[src/rtl/fetch_stage.sv]
// rv32i instruction-fetch stage: owns the fetch PC, issues one imem
// request per instruction and loads the IF/ID pipeline register.
package rv32i_pkg;
   localparam int DPW = 32;
   localparam logic [31:0] NOP = 32'h0000_0013;

   typedef struct packed {
      logic [31:0]    instr;
      logic [DPW-1:0] pc;
      logic [DPW-1:0] pc4;
      logic           valid;
   } if_id_t;
endpackage

module fetch_stage
   import rv32i_pkg::*;
#(
   parameter logic [DPW-1:0] RESET_PC = '0
) (
   input  logic           clk_i,
   input  logic           rst_ni,
   input  logic [DPW-1:0] PCNext,
   input  logic           PCSrcE,
   input  logic           stall_i,
   output logic [DPW-1:0] PCF,
   output logic           imem_req_o,
   output logic [DPW-1:0] imem_addr_o,
   input  logic [31:0]    imem_rdata_i,
   input  logic           imem_rvalid_i,
   output logic [31:0]    InstrD,
   output logic [DPW-1:0] PCD,
   output logic [DPW-1:0] PCPlus4D,
   output logic           validD
);

   typedef enum logic [2:0] {
      BOOT,
      REQ,
      WAIT,
      DRAIN,
      HOLD
   } state_e;

   state_e         r_state;
   state_e         w_state_nxt;
   logic [DPW-1:0] r_pcf;
   logic [DPW-1:0] w_pcf_nxt;
   if_id_t         r_ifid;
   if_id_t         w_ifid_nxt;
   logic           r_hold_vld;
   logic           w_hold_vld_nxt;
   logic [31:0]    r_hold_instr;
   logic [31:0]    w_hold_instr_nxt;
   logic [DPW-1:0] r_hold_pc;
   logic [DPW-1:0] w_hold_pc_nxt;
   logic           w_rsp_pending;

   // An unanswered request is still in flight in WAIT/DRAIN.
   assign w_rsp_pending = (r_state == WAIT) || (r_state == DRAIN);

   always_comb begin
      w_state_nxt      = r_state;
      w_pcf_nxt        = r_pcf;
      w_ifid_nxt       = r_ifid;
      w_hold_vld_nxt   = r_hold_vld;
      w_hold_instr_nxt = r_hold_instr;
      w_hold_pc_nxt    = r_hold_pc;

      if (!stall_i) begin
         w_ifid_nxt.instr = NOP;
         w_ifid_nxt.valid = 1'b0;
      end

      if (PCSrcE) begin
         w_pcf_nxt        = PCNext;
         w_ifid_nxt.instr = NOP;
         w_ifid_nxt.valid = 1'b0;
         w_hold_vld_nxt   = 1'b0;
         if (w_rsp_pending && !imem_rvalid_i)
            w_state_nxt = DRAIN;
         else
            w_state_nxt = REQ;
      end else begin
         unique case (r_state)
            BOOT: w_state_nxt = REQ;
            REQ:  w_state_nxt = WAIT;
            WAIT: begin
               if (imem_rvalid_i && stall_i) begin
                  w_hold_vld_nxt   = 1'b1;
                  w_hold_instr_nxt = imem_rdata_i;
                  w_hold_pc_nxt    = r_pcf;
                  w_state_nxt      = HOLD;
               end else if (imem_rvalid_i) begin
                  w_ifid_nxt.instr = imem_rdata_i;
                  w_ifid_nxt.pc    = r_pcf;
                  w_ifid_nxt.pc4   = r_pcf + DPW'(4);
                  w_ifid_nxt.valid = 1'b1;
                  w_pcf_nxt        = PCNext;
                  w_state_nxt      = REQ;
               end
            end
            DRAIN: begin
               if (imem_rvalid_i)
                  w_state_nxt = REQ;
            end
            HOLD: begin
               if (!stall_i && r_hold_vld) begin
                  w_ifid_nxt.instr = r_hold_instr;
                  w_ifid_nxt.pc    = r_hold_pc;
                  w_ifid_nxt.pc4   = r_hold_pc + DPW'(4);
                  w_ifid_nxt.valid = 1'b1;
                  w_hold_vld_nxt   = 1'b0;
                  w_pcf_nxt        = PCNext;
                  w_state_nxt      = REQ;
               end else if (!r_hold_vld) begin
                  w_state_nxt = REQ;
               end
            end
            default: w_state_nxt = BOOT;
         endcase
      end
   end

   always_ff @(posedge clk_i) begin
      if (!rst_ni) begin
         r_state      <= BOOT;
         r_pcf        <= RESET_PC;
         r_ifid.instr <= NOP;
         r_ifid.pc    <= '0;
         r_ifid.pc4   <= '0;
         r_ifid.valid <= 1'b0;
         r_hold_vld   <= 1'b0;
         r_hold_instr <= '0;
         r_hold_pc    <= '0;
      end else begin
         r_state      <= w_state_nxt;
         r_pcf        <= w_pcf_nxt;
         r_ifid       <= w_ifid_nxt;
         r_hold_vld   <= w_hold_vld_nxt;
         r_hold_instr <= w_hold_instr_nxt;
         r_hold_pc    <= w_hold_pc_nxt;
      end
   end

   assign PCF         = r_pcf;
   assign imem_req_o  = (r_state == REQ) && !PCSrcE;
   assign imem_addr_o = r_pcf;
   assign InstrD      = r_ifid.instr;
   assign PCD         = r_ifid.pc;
   assign PCPlus4D    = r_ifid.pc4;
   assign validD      = r_ifid.valid;

endmodule

[config.mk]
export PLATFORM = sky130hd
export DESIGN_NAME = fetch_stage
export DESIGN_NICKNAME = d
export VERILOG_FILES = /design/src/rtl/fetch_stage.sv
export SDC_FILE = /design/constraint.sdc
export NUM_CORES = 1
export LEC_CHECK = 0
export CORE_ASPECT_RATIO = 1.4
export CORE_MARGIN = 3
export CORE_UTILIZATION = 35
export DETAILED_ROUTE_END_ITERATION = 8
export SLEW_MARGIN = 25
export SYNTH_ARGS = -nofsm -noshare
export SYNTH_HDL_FRONTEND = slang
export SYNTH_SLANG_ARGS = --single-unit
[constraint.sdc]
create_clock -name clk_i -period 2 [get_ports clk_i]
set_input_delay 0.4 -clock clk_i [delete_from_list [all_inputs] [get_ports clk_i]]
set_output_delay 0.4 -clock clk_i [all_outputs]
set_load 0.05 [all_outputs]
==> impl_metrics.json, run 1 <==
{
  "status": "finished, violations left",
  "violations": "setup timing",
  "final_common_cell": "buf_4",
  "fp-row-count": 69,
  "finalCritPeriodShare": 1.064,
  "root_buffer": "clkbuf_16",
  "htree_levels": 4,
  "cts.clk_slew.worst_paths_ps": 70,
  "crit_cells": 7,
  "nNetsFinal": 1443,
  "gp_congestion": 0.8752,
  "skew_ps": 12.02,
  "multiInputGateArea_sq_mm": 0.004795,
  "max_cap_viol_count": 0,
  "syn_inst": 1127,
  "period_minus_slack_ps": 2128,
  "min_path_cells": 2,
  "rsz0062_at_grt": "yes",
  "drc": 0,
  "criticalPathCategory": "register to register",
  "synth-edff-count": 0,
  "worst_slew_pin_slew_ps": 554.0,
  "required_ps": 2370,
  "finalSetupViolations": 8,
  "routed_wl_um": 32310,
  "hold_start": "rst_ni",
  "drtIter0Drc": 602,
  "maxSlewHeadroom": 0.6299,
  "timing.hold.ws_ps": 355.7,
  "port_buffers": 230,
  "syn_avg_cell_area_sq_um": 8.208,
  "vias": 9299,
  "ioPinCount": 231,
  "crit_family": "simple AND/OR/NAND/NOR gates",
  "post-dp-hpwl_um": 23000,
  "die_area_sq_mm": 0.02844,
  "setup_tns_ps": -591.8,
  "hold_end": "r_state[1]",
  "drtPass1Iterations": 6,
  "post-place-ws_ps": -333.2,
  "cp-end-kind": "register",
  "post_route_cells_drive_above_1_share": 0.2536,
  "r2r-end": "PCPlus4D[20]",
  "postCtsHoldBufs": 0,
  "p_per_area_mw_per_mm2": 665.4,
  "hold_violations": 0,
  "reg2reg_depth": 7,
  "cp.arrival_ps": 2490,
  "first_global_vias": 9227,
  "crit_path_cell_trace": "ha_4 > nand4_1 > or4_4 > buf_12 > nor4_1 > nor3_2 > a21oi_1",
  "cts_tree": "done",
  "total_power_mw": 8.706,
  "irDropWorstVdd_mv": 0.5743,
  "seq_area_frac_synth": 0.4220,
  "crit_fanout": 6,
  "ys.flop_type": "dfxtp_1",
  "leakagePower_nw": 5.244,
  "core_area_sq_mm": 0.02573,
  "antenna_found_initial": 1,
  "grt_max_degree": 66,
  "cts.sinks": 195,
  "fmax_mhz": 469.9,
  "synthArstFlopShare": 0,
  "synthToLayoutAreaGrowth_pct": 41.46,
  "yosysWarnings": 0,
  "wire_per_inst_um": 18.96,
  "die_x_um": 143.4,
  "worst_path_max_delay_cell": "or4_4",
  "hp-class": "input pin to register",
  "final_cell_mix": "buf_4 (224), nand2_1 (216), dfxtp_1 (163)",
  "ys_ff_latch": 195,
  "initial_core_util": 0.3595,
  "syn_nets": 1198,
  "synthDistinctLibCells": 52,
  "drv_slew": 0,
  "r2r_start": "r_hold_pc[2]",
  "cpPeakStageDelay_ps": 660,
  "numCtsBuffers": 17,
  "antenna_left": 0,
  "fp.dieH_um": 198.4,
  "via_per_inst": 5.457,
  "grt_pass1_wl_um": 50370,
  "syn_area_sq_mm": 0.009250,
  "regArea_sq_mm": 0.003979,
  "start_kind": "register",
  "fillCellCount": 2501,
  "rrSetupSlack_ps": -130,
  "clockBufferDepth": 2,
  "insertion_delay_ps": 440,
  "grtUsageTotal": 0.2223,
  "overflow": 0,
  "setup_ws_ps": -128.2,
  "cp_num_buf_inv": 1
}
-- worst max path at each step --
stage / end / slack, ps / from
after floorplan: PCPlus4D[31] / -50 / PCF[8]
after detailed placement: r_hold_instr[30] / -330 / stall_i
after CTS: PCPlus4D[28] / -130 / r_hold_pc[2]
after global routing: PCPlus4D[26] / -180 / r_hold_pc[2]
final: PCPlus4D[20] / -130 / r_hold_pc[2]
after global placement: r_hold_instr[24] / -280 / stall_i
-- registers in the layout (all words and copies together) (netlist names), 3 cells and up --
signal        count
InstrD           32
PCD              32
PCF              32
r_hold_instr     32
r_state           3
PCPlus4D         30
r_hold_pc        32
-- synth_stat cells (all sizes together) (8+ instances only) --
| library cell | number | area, sq um |
|---|---|---|
| a221oi | 40 | 350.3 |
| inv | 16 | 60.06 |
| xnor2 | 17 | 148.9 |
| o31a | 8 | 70.07 |
| buf | 54 | 344.1 |
| o211a | 8 | 80.08 |
| a21boi | 98 | 735.7 |
| or4 | 8 | 60.06 |
| a222oi | 29 | 290.3 |
| nor2 | 87 | 326.6 |
| xor2 | 8 | 70.07 |
| nor4 | 24 | 156.4 |
| a21oi | 12 | 60.06 |
| nand2 | 218 | 818.3 |
| and4 | 8 | 70.07 |
| o21ai | 42 | 210.2 |
| nor3 | 21 | 105.1 |
| nand3 | 17 | 85.08 |
| nand4 | 18 | 133.9 |
| nor3b | 40 | 300.3 |
| dfxtp | 195 | 3904 |
| clkbuf | 88 | 331.6 |
-- stage by stage --
stage	instance area, sq um	utilization	std cells
floorplan	9419	-	1127
global placement	12330	0.4794	1666
detailed placement	12330	0.4794	1666
CTS	12940	0.5031	1697
global route	13090	0.5086	1704
finish	13090	0.5086	1704
-- cell families (layout without fill, tap and decap cells) --
| logic type | count (synthesis) | in the layout | share of synthesized area |
|---|---|---|---|
| mux | 3 | 3 | 0.003382 |
| simple gates | 471 | 472 | 0.2433 |
| compound gates | 273 | 273 | 0.2253 |
| buf+inv | 158 | 414 | 0.07953 |
| other cells | 0 | 1 | 0 |
| fa+ha+maj | 2 | 2 | 0.002705 |
| flops | 195 | 195 | 0.4220 |
| xor+xnor | 25 | 25 | 0.02367 |
-- worst register-to-register path, delay by kind of cell (launching register included) --
family,cells,cell delay (ps)
compound gates,1,140
fa+ha+maj,1,130
buf+inv,1,180
flops,1,360
simple gates,4,1250
-- cell type report --
class                           instances  share of cell area
Multi-Input combinational cell        775              0.3664
Sequential cell                       195              0.3041
Timing Repair Buffer                  367              0.2468
Clock buffer                           22             0.03873
Tap cell                              319             0.03050
Clock inverter                          9            0.008701
Inverter                               16            0.004590
Antenna cell                            1           0.0001912
-- per-layer routing --
| metal | global-route usage | part of all wire | vias to the layer above |
|---|---|---|---|
| met2 | 0.3943 | 0.52 | 289 |
| met5 | 0 | 0 | - |
| met4 | 0.09037 | 0.031 | 0 |
| li1 | - | - | 4474 |
| met1 | 0.2591 | 0.40 | 4478 |
| met3 | 0.04518 | 0.056 | 58 |
-- report_power, final --
part / total [mW] / internal (mW) / switching (mW)
registers: 3.98 / 3.93 / 0.0493
logic: 1.10 / 0.428 / 0.669
clock network: 3.63 / 2.07 / 1.56
-- what timing repair did --
item	4_1_cts	5_1_grt
buffers inserted	0	6
setup endpoints to repair	64	89
endpoints found under the hold margin	0	0
resized for setup	64	24
gates cloned	0	1
pin swaps	4	11
Note: power is estimated with default switching activity, not from simulation.
==> inputs of run 2 (changes only) <==
--- a/config.mk
+++ b/config.mk
@@ -6,10 +6,11 @@
 export NUM_CORES = 1
 export LEC_CHECK = 0
 export CORE_ASPECT_RATIO = 1.4
-export CORE_MARGIN = 3
+export CORE_MARGIN = 10
 export CORE_UTILIZATION = 35
 export DETAILED_ROUTE_END_ITERATION = 8
 export SLEW_MARGIN = 25
 export SYNTH_ARGS = -nofsm -noshare
 export SYNTH_HDL_FRONTEND = slang
 export SYNTH_SLANG_ARGS = --single-unit
+export TNS_END_PERCENT = 5
==> impl_metrics.json, run 2 (synthesis results as in run 1) <==
{
  "cts.clk_slew.worst_paths_ps": 70,
  "p_per_area_mw_per_mm2": 653.0,
  "initial_core_util": 0.3544,
  "status": "finished, violations left",
  "cp-end-kind": "register",
  "overflow": 0,
  "pwr-share-comb": 0.129,
  "rsz0062_at_grt": "yes",
  "r2r_start": "r_hold_pc[3]",
  "root_buffer": "clkbuf_16",
  "period_minus_slack_ps": 2107,
  "die_x_um": 157.4,
  "cp.arrival_ps": 2480,
  "min_path_cells": 2,
  "p_sw_mw": 2.348,
  "timing.hold.ws_ps": 274.5,
  "ioPinCount": 231,
  "final_cell_area_sq_mm": 0.01332,
  "violations": "setup timing",
  "seq_power_share": 0.459,
  "fp.dieH_um": 212.4,
  "swShare": 0.2699,
  "drtPass1Iterations": 6,
  "max_cap_viol_count": 0,
  "reg2reg_depth": 7,
  "hold_end": "PCF[30]",
  "die_area_sq_mm": 0.03342,
  "total_power_mw": 8.700,
  "antenna_found_initial": 3,
  "finalSetupViolations": 7,
  "vias": 9328,
  "finalCritPeriodShare": 1.053,
  "hold_violations": 0,
  "drtIter0Drc": 693,
  "clockBufferDepth": 2,
  "p_clk_frac": 0.412,
  "synthToLayoutAreaGrowth_pct": 44.03,
  "insertion_delay_ps": 440,
  "crit_fanout": 8,
  "worst_slew_pin_slew_ps": 511.5,
  "irDropWorstVdd_mv": 0.5914,
  "post-place-ws_ps": -249.8,
  "final_cell_mix": "buf_4 (253), nand2_1 (218), dfxtp_1 (187)",
  "routed_wl_um": 34250,
  "maxSlewHeadroom": 0.6554,
  "antenna_left": 0,
  "wire_per_inst_um": 19.75,
  "skew_ps": 8.652,
  "grt_pass1_wl_um": 52710,
  "port_buffers": 230,
  "leakagePower_nw": 5.323,
  "first_global_vias": 9421,
  "gp_congestion": 0.8583,
  "post-dp-hpwl_um": 24860,
  "core_area_sq_mm": 0.02610,
  "cts_tree": "done",
  "rrSetupSlack_ps": -110,
  "fmax_mhz": 474.7,
  "numCtsBuffers": 17,
  "place_area_sq_mm": 0.01246,
  "nNetsFinal": 1465,
  "cts.sinks": 195,
  "internal-power_mw": 6.352,
  "start_kind": "register",
  "via_per_inst": 5.379,
  "required_ps": 2370,
  "setup_tns_ps": -233.1,
  "criticalPathCategory": "register to register",
  "drv_slew": 0,
  "final_common_cell": "buf_4",
  "r2r-end": "PCPlus4D[17]",
  "post_route_cells_drive_above_1_share": 0.2658,
  "postCtsHoldBufs": 0,
  "fp-row-count": 70,
  "hp-class": "input pin to register",
  "drc": 0,
  "grt_max_degree": 87,
  "hold_start": "rst_ni",
  "htree_levels": 4,
  "setup_ws_ps": -106.7,
  "grtUsageTotal": 0.1995
}
==> run 2: cell count changes in the layout (fill, tap and decap cells not counted), sizes merged, moves of 2 or more <==
cell,change
clkinv,+2
dlygate4sd2,-8
buf,+36
clkbuf,-2
dlymetal6s2s,-4
diode,+2
==> run 2: repair_timing <==
action | CTS | global route
setup buffers | 5 | 0
pin swaps | 15 | 13
resized for setup | 70 | 30
endpoints found under the setup margin | 58 | 23
==> run 2: per-stage QoR <==
step           std cells    util
6_report            1734  0.5105
5_1_grt             1733  0.5104
4_1_cts             1731  0.5046
3_5_place_dp        1694  0.4776
3_3_place_gp        1694  0.4776
2_1_floorplan       1127       -
==> run 2: how the worst max path moves through the flow <==
stage | startpoint | end | cells past startpoint
detailed placement | imem_rvalid_i | PCD[3] | 7
floorplan | PCF[9] | PCPlus4D[31] | 7
global route | r_hold_pc[3] | PCPlus4D[17] | 7
finish | r_hold_pc[3] | PCPlus4D[17] | 7
CTS | r_hold_pc[2] | PCPlus4D[28] | 6
global placement | stall_i | PCD[3] | 7
==> run 2: power by group through the flow <==
stage / combinational, mW / clock, mW / sequential (mW)
after floorplan: 0.456 / 0 / 4.27
after global placement: 1.12 / 0 / 4.08
after detailed placement: 1.13 / 0 / 4.08
after CTS: 1.13 / 3.68 / 3.99
after global routing: 1.19 / 3.82 / 4.00
final: 1.12 / 3.59 / 3.99
==> run 2: worst max-delay path, cell delays in order, from the launching register on <==
cell and delay, ps:
dfxtp_2 350, buf_4 120, nand4_1 190, or4_4 540
buf_6 150, buf_4 140, or4_4 410, a41oi_2 130
==> run 2: metal layers <==
metal	track usage	wire length [um]	up-vias
met5	0	0	-
met4	0.09535	1224	0
met3	0.04752	2036	59
met2	0.3497	17540	286
met1	0.2210	13450	4477
li1	-	-	4506
==> run 2: layout make-up <==
cell class / count / area, sq um
clock inverter: 12 / 145.1
timing repair buffer: 390 / 3448
tap: 324 / 405.4
inverter: 16 / 60.06
sequential: 195 / 3914
fill: 2502 / 12780
multi-input combinational: 774 / 4876
antenna: 3 / 7.507
clock buffer: 20 / 466.7
